===== src/rtl/vector_mem_sequencer.sv =====
// rtl/vector_mem_sequencer.sv - splits one vector load/store into per-element memory accesses
//
// Ports:
//   clk, rst           clock, asynchronous active-low reset
//   EnableRead         vector-load request (wins over EnableWrite)
//   EnableWrite        vector-store request
//   base_addr          element-0 address, captured when a request is accepted
//   wdata_vec          store data, lane i at [i*DW +: DW], captured on store acceptance
//   mem_rdata          element read data, returned the cycle after mem_re
//   mem_addr           element address (0 outside READ/WRITE)
//   mem_wdata          element store data (0 outside WRITE)
//   mem_re, mem_we     element read / write strobes
//   rdata_vec          assembled load result, held until the next accepted load
//   vec_valid          one-cycle pulse when rdata_vec holds a complete load
//   stall              pipeline freeze while an access is in flight
module vector_mem_sequencer #(
  parameter int LANES = 4,
  parameter int DW    = 8,
  parameter int AW    = 32
) (
  input  logic                  clk,
  input  logic                  rst,
  input  logic                  EnableRead,
  input  logic                  EnableWrite,
  input  logic [AW-1:0]         base_addr,
  input  logic [LANES*DW-1:0]   wdata_vec,
  input  logic [DW-1:0]         mem_rdata,
  output logic [AW-1:0]         mem_addr,
  output logic [DW-1:0]         mem_wdata,
  output logic                  mem_re,
  output logic                  mem_we,
  output logic [LANES*DW-1:0]   rdata_vec,
  output logic                  vec_valid,
  output logic                  stall
);

  localparam int IW = (LANES > 1) ? $clog2(LANES) : 1;
  localparam logic [IW-1:0] LAST = IW'(LANES - 1);

  typedef enum logic [2:0] {
    IDLE,
    READ,
    RLAST,
    RDONE,
    WRITE,
    WDONE
  } state_t;

  state_t                state;
  logic [IW-1:0]         idx;
  logic [AW-1:0]         base_q;
  logic [LANES*DW-1:0]   wdata_q;

  always_ff @(posedge clk or negedge rst) begin
    if (!rst) begin
      state     <= IDLE;
      idx       <= '0;
      base_q    <= '0;
      wdata_q   <= '0;
      rdata_vec <= '0;
    end else begin
      case (state)
        IDLE: begin
          if (EnableRead) begin
            state  <= READ;
            base_q <= base_addr;
            idx    <= '0;
          end else if (EnableWrite) begin
            state   <= WRITE;
            base_q  <= base_addr;
            wdata_q <= wdata_vec;
            idx     <= '0;
          end
        end
        READ: begin
          // Read data lags the strobe by one cycle, so this cycle's
          // mem_rdata belongs to the lane issued in the previous cycle.
          if (idx != '0) begin
            rdata_vec[(int'(idx) - 1) * DW +: DW] <= mem_rdata;
          end
          if (idx == LAST) begin
            state <= RLAST;
            idx   <= '0;
          end else begin
            idx <= idx + 1'b1;
          end
        end
        RLAST: begin
          // Drain cycle: collect the data for the final lane.
          rdata_vec[(LANES - 1) * DW +: DW] <= mem_rdata;
          state <= RDONE;
        end
        RDONE: begin
          state <= IDLE;
        end
        WRITE: begin
          if (idx == LAST) begin
            state <= WDONE;
            idx   <= '0;
          end else begin
            idx <= idx + 1'b1;
          end
        end
        WDONE: begin
          state <= IDLE;
        end
        default: begin
          state <= IDLE;
          idx   <= '0;
        end
      endcase
    end
  end

  // Outputs decode straight from registered state so they track reset
  // immediately and never lag the state by a cycle.
  assign mem_re    = (state == READ);
  assign mem_we    = (state == WRITE);
  assign vec_valid = (state == RDONE);
  assign stall     = (state == READ) || (state == RLAST) || (state == WRITE);

  // Address wraps modulo 2^AW through the natural AW-bit add.
  assign mem_addr  = (mem_re || mem_we) ? (base_q + AW'(idx)) : '0;
  assign mem_wdata = mem_we ? wdata_q[int'(idx) * DW +: DW] : '0;

endmodule

===== config.mk =====
export PLATFORM = sky130hd
export DESIGN_NAME = vector_mem_sequencer
export DESIGN_NICKNAME = d
export VERILOG_FILES = /design/src/rtl/vector_mem_sequencer.sv
export SDC_FILE = /design/constraint.sdc
export NUM_CORES = 1
export LEC_CHECK = 0
export ABC_AREA = 1
export BUFFER_PORTS_ARGS = -buffer_cell sky130_fd_sc_hd__buf_2
export CAP_MARGIN = 10
export CORE_MARGIN = 4
export CORE_UTILIZATION = 35
export CTS_CLUSTER_SIZE = 28
export DETAILED_ROUTE_END_ITERATION = 8
export GPL_ROUTABILITY_DRIVEN = 0
export PLACE_DENSITY = 0.67
export SYNTH_ARGS = -nofsm -noshare
export SYNTH_HDL_FRONTEND = slang
export SYNTH_SLANG_ARGS = --single-unit

===== constraint.sdc =====
create_clock -name clk -period 2.63 [get_ports clk]
set_input_delay 0.263 -clock clk [delete_from_list [all_inputs] [get_ports clk]]
set_output_delay 0.263 -clock clk [all_outputs]
set_load 0.03 [all_outputs]

======== Word level (Yosys, flattened, before mapping) ========
Index checks and enable logic that the tools add are counted.
cells by class
  add/sub/neg operators ................... 4
  reduce and logical (&&, ||, !) cells .... 15
  shifts and indexed selects .............. 3
  bitwise logic cells ..................... 2
  mux-type cells .......................... 16
  equal/unequal tests ..................... 10
operators with widths
  kind                       number
  $mux W32                   4
  $neg A6 Y33                1
  $shift A8 B33 Y32 const A  1
  $shiftx A8 B33 Y32         1
  $add A32 B2 Y32            1
  $bwmux W32                 1
  $shiftx A32 B6 Y8          1
  $pmux W8 S2                1
  $mux W3                    4
  $pmux W3 S4                1
  $mux W8                    1
  $reduce_and A2 Y1          4
  $eq A3 B2 Y1 const B       2
  $eq A3 B3 Y1 const B       2
  $mux W2                    3
  $ne A2 B1 Y1 const B       3
  $pmux W2 S3                1
  $reduce_and A3 Y1          2
  $reduce_bool A2 Y1         3
  $eq A3 B1 Y1 const B       1
  $logic_not A3 Y1           1
  $logic_or A1 B1 Y1         3
  $ne A3 B3 Y1 const B       1
  $reduce_or A3 Y1           1
  other kinds (5)            6
word-level totals
  bits of input ports ..................... 76
  register bits after elaboration ......... 101
  logic and storage cells ................. 56

======== Longest topological paths before layout ========
  depth in word-level cells ............... 6
  gate-level depth with buffers ........... 12
  depth with buffers taken out ............ 11

======== Least setup slack after synthesis ========
OpenSTA, ideal clock, no wires.
  kind .................................... register to output
  start ................................... register idx[0]
  end ..................................... output port mem_addr[16]
  data arrival time ....................... 2.074 ns
  data required time ...................... 2.367 ns
  slack ................................... 0.293 ns
  stages on the path, launching flop included .. 8
  buffers on the path ..................... 0
  path through ............................ dfrtp_1 -> ha_1 -> fa_1 -> nand2_1 -> nor2_1 -> nand2_1 -> nor3_1 -> nor3_1
on the way
  longest elaborated chain between the ends .. 2
ends and longest elaborated chain
  item                      RTL line  RTL
  start: declaration        50        logic [IW-1:0] idx;
  start signal: assignment  85        idx <= idx + 1'b1;
  start signal: assignment  101       idx <= idx + 1'b1;
  $add A32 B2 Y32           123       assign mem_addr = (mem_re || mem_we) ? (base_q + AW'(idx)) : '0;
  $mux W32                  123
  end: declaration          28        output logic [AW-1:0] mem_addr,
Every way passes these cells.

======== Final worst setup path ========
  start ................................... register state[1]
  end ..................................... output port mem_addr[16]
on the way
  longest elaborated chain between the ends .. 3
  elaborated cells between the ends (all ways) .. 4
  those cells by class .................... eq/ne (2); mux (1); reduce/logical (1)
ends and longest elaborated chain
  item                                                 RTL line  RTL
  start: declaration                                   49        state_t state;
  start signal: assignment                             56        state <= IDLE;
  start signal: assignment                             65        state <= READ;
  start signal: assignment                             69        state <= WRITE;
  $eq A3 B1 Y1 / $eq A3 B3 Y1 (equally long branches)  117, 118
  $logic_or A1 B1 Y1 *                                 123
  $mux W32 *                                           123
Mark *: on every way between the ends. The rest lies on a longest branch, timed or not.

==> results.sh <==
export IMPL_status="finished, final reports clean"
export IMPL_row_count=46
export IMPL_synth_area_top_cells="dfrtp_1 (45%), nand2_1 (17%), nor2_1 (9.3%)"
export IMPL_wl_met1_um=7603
export IMPL_ys_ff_latch=101
export IMPL_synth_cells=793
export IMPL_tightest_slew_ns=0.7773
export IMPL_yosysMostFrequentCell="nand2_1"
export IMPL_yosys_area_top_type_share=0.4499
export IMPL_hold_path_class="primary input to flip-flop"
export IMPL_grtUsageTotal=0.1771
export IMPL_max_freq_mhz=407.5
export IMPL_cts_setup_buffers=0
export IMPL_yosysTopAreaCell="dfrtp_1"
export IMPL_grt_max_degree=65
export IMPL_drt_wl_total_um=15920
export IMPL_start_util=0.3549
export IMPL_htree_num_levels=3
export IMPL_path_max_fanout=22
export IMPL_io_buffers=151
export IMPL_drive_above_1_share=0.2165
export IMPL_tns_ns=0
export IMPL_area_growth_pct=24.08
export IMPL_netlist_area_um2=5618
export IMPL_dpl_cell_count=1146
export IMPL_grt_pass1_vias=5156
export IMPL_core_um2=15830
export IMPL_dieArea_um2=18140
export IMPL_power_density_nw_per_um2=1285
export IMPL_synth_compound_area_share=0.1036
export IMPL_peakVddDrop_v=0.0005209
export IMPL_synth_top_family_by_area="simple AND/OR/NAND/NOR gates"
export IMPL_synth_edf_count=0
export IMPL_n_antenna_cell=0
export IMPL_finalHoldViolCount=0
export IMPL_cts_made_buffers=9
export IMPL_synth_xor_area_frac=0.01069
export IMPL_clkPwrFrac=0.145
export IMPL_leakage_nw=3.733
export IMPL_vias_per_cell=4.736
export IMPL_p_int_mw=4.362
export IMPL_p_sw_mw=4.595
export IMPL_insertion_delay_ns=0.35
export IMPL_drv_cap=0
export IMPL_muxShareOfSynthArea=0
export IMPL_dr_wl_met3_um=830
export IMPL_grt_setup_unrepaired="no"
export IMPL_ys_async_sr_fraction=1.000
export IMPL_end_kind="output pin"
export IMPL_drt_iter0_drc=317
export IMPL_wl_met2_um=7067
export IMPL_cts_root_buf="clkbuf_16"
export IMPL_critical_path_class="flip-flop to output pin"
export IMPL_final_nets=1027
export IMPL_syn_area_per_cell_um2=7.084
export IMPL_sequentialPowerShare=0.315
export IMPL_power_frac_comb=0.540
export IMPL_antenna_found_initial=0
export IMPL_syn_num_nets=878
export IMPL_synthAdderAreaFrac=0.02138
export IMPL_grt_overflow=0
export IMPL_ys_types=29
export IMPL_via_count=5508
export IMPL_arrival_ns=2.19
export IMPL_ys_warn_count=0
export IMPL_yosysSeqAreaShare=0.4499
export IMPL_synth_simple_area_share=0.3465
export IMPL_clockBufferDepth=2
export IMPL_setup_viol=0
export IMPL_grt_pass1_wl_um=25720
export IMPL_finClkSkew_ns=0.009779
export IMPL_highest_layer="met4"
export IMPL_timing_final_crit_share=0.9331
export IMPL_tritoncts="yes"
export IMPL_die_y_um=134.7
export IMPL_die_x_um=134.7
export IMPL_pin_count=152
export IMPL_first_pass_iters=5
export IMPL_cts_sinks=101
export IMPL_detail_route_wl_per_cell_um=13.69
export IMPL_cp_start_kind="flip-flop"
export IMPL_fill_cells=1683
export IMPL_stdcell_count=1163
export IMPL_p_sw_frac=0.5130
export IMPL_synth_ff_type="dfrtp_1"
export IMPL_min_period_ns=2.454
export IMPL_required_ns=2.37
export IMPL_slew_viol_final=0
export IMPL_synthTopCellsByCount="nand2_1 (251), nor2_1 (139), dfrtp_1 (101)"
export IMPL_clk_pin_slew_worst_paths_ns=0.08
export IMPL_hpwlAfterDp_um=12100
export IMPL_route_detailed_drc=0
export IMPL_slew_limit_headroom=0.4812
export IMPL_ant_nets=0
==> area by class of cell <==
cell class / instances / area [um2] / share of cell area
clock buffer: 10 / 239.0 / 0.03428
clock inverter: 6 / 53.80 / 0.007719
inverter: 70 / 262.8 / 0.03770
multi-input combinational: 595 / 2736 / 0.3926
sequential: 101 / 2527 / 0.3626
tap: 216 / 270.3 / 0.03877
timing repair buffer: 165 / 880.8 / 0.1264
==> registers in the layout, summed over array words and instances (netlist names) <==
name	count
idx	2
wdata_q	32
state	3
base_q	32
rdata_vec	32
==> layer usage <==
layer	global-route usage	vias up
li1	-	2815
met4	0.07523	0
met3	0.02906	26
met5	0	-
met2	0.2621	152
met1	0.2566	2515
==> worst paths after layout <==
kind | start | end | slack, ns | depth (start not counted)
min in group asynchronous | rst | base_q[22] | 0.41 | 2
min reg2reg | wdata_q[14] | wdata_q[14] | 0.47 | 2
max reg2reg | idx[1] | rdata_vec[24] | 0.52 | 10
min | wdata_vec[18] | wdata_q[18] | 0.13 | 3
max | state[1] | mem_addr[16] | 0.18 | 7
max in group asynchronous | rst | wdata_q[25] | 1.51 | 3
==> timing repair <==
item / 4_1_cts / 5_1_grt
endpoints found under the setup margin: 0 / 13
hold buffers: 1 / 0
endpoints found under the hold margin: 31 / 0
gates resized for setup: 0 / 9
==> critical path, cell delays in order, from the launching register on <==
cell,delay [ns]
dfrtp_1,0.42
nor2_1,0.18
nand2_1,0.08
buf_4,0.19
nand2_1,0.09
inv_1,0.34
nor3_1,0.31
buf_2,0.24
==> power groups by stage <==
| stage | sequential [mW] | combinational [mW] | clock (mW) |
|---|---|---|---|
| 2_1_floorplan | 3.14 | 3.06 | 0 |
| 3_3_place_gp | 2.82 | 4.81 | 0 |
| 3_5_place_dp | 2.83 | 4.86 | 0 |
| 4_1_cts | 2.81 | 4.88 | 1.35 |
| 5_1_grt | 2.91 | 5.39 | 1.42 |
| 6_report | 2.82 | 4.84 | 1.30 |
==> placed cells by master (no fill, tap or decap), types with 3 or more instances in the layout <==
cell type,count
nor2_2,6
nor3_1,3
ha_1,8
o31ai_1,17
xnor2_1,3
a21oi_1,37
dfrtp_1,101
buf_4,14
buf_2,149
o21ai_0,48
inv_1,65
clkinv_1,3
clkbuf_16,9
nand3_1,65
nand2_2,6
nor2_4,4
nor2_1,136
nand2_1,249
clkinv_4,3
==> kinds of logic after synthesis <==
logic type	after synthesis
compound gates	106
xor+xnor	6
fa+ha+maj	9
buf+inv	97
flops	101
simple gates	474
==> through the flow <==
stage | setup slack [ns] | total power, mW | utilization | hold WS, ns | instance area, um2
after floorplan | 0.2930 | 6.199 | - | -0.03259 | 5618
final | 0.1760 | 8.957 | 0.4404 | 0.1319 | 6970
after global placement | 0.4896 | 7.632 | 0.4198 | 0.2565 | 6645
after detailed placement | 0.4424 | 7.699 | 0.4198 | 0.2576 | 6645
after CTS | 0.04013 | 9.040 | 0.4390 | 0.1119 | 6948
after global routing | 0.004470 | 9.715 | 0.4404 | 0.1165 | 6970
No activity file was read; power rests on OpenSTA's default activity.
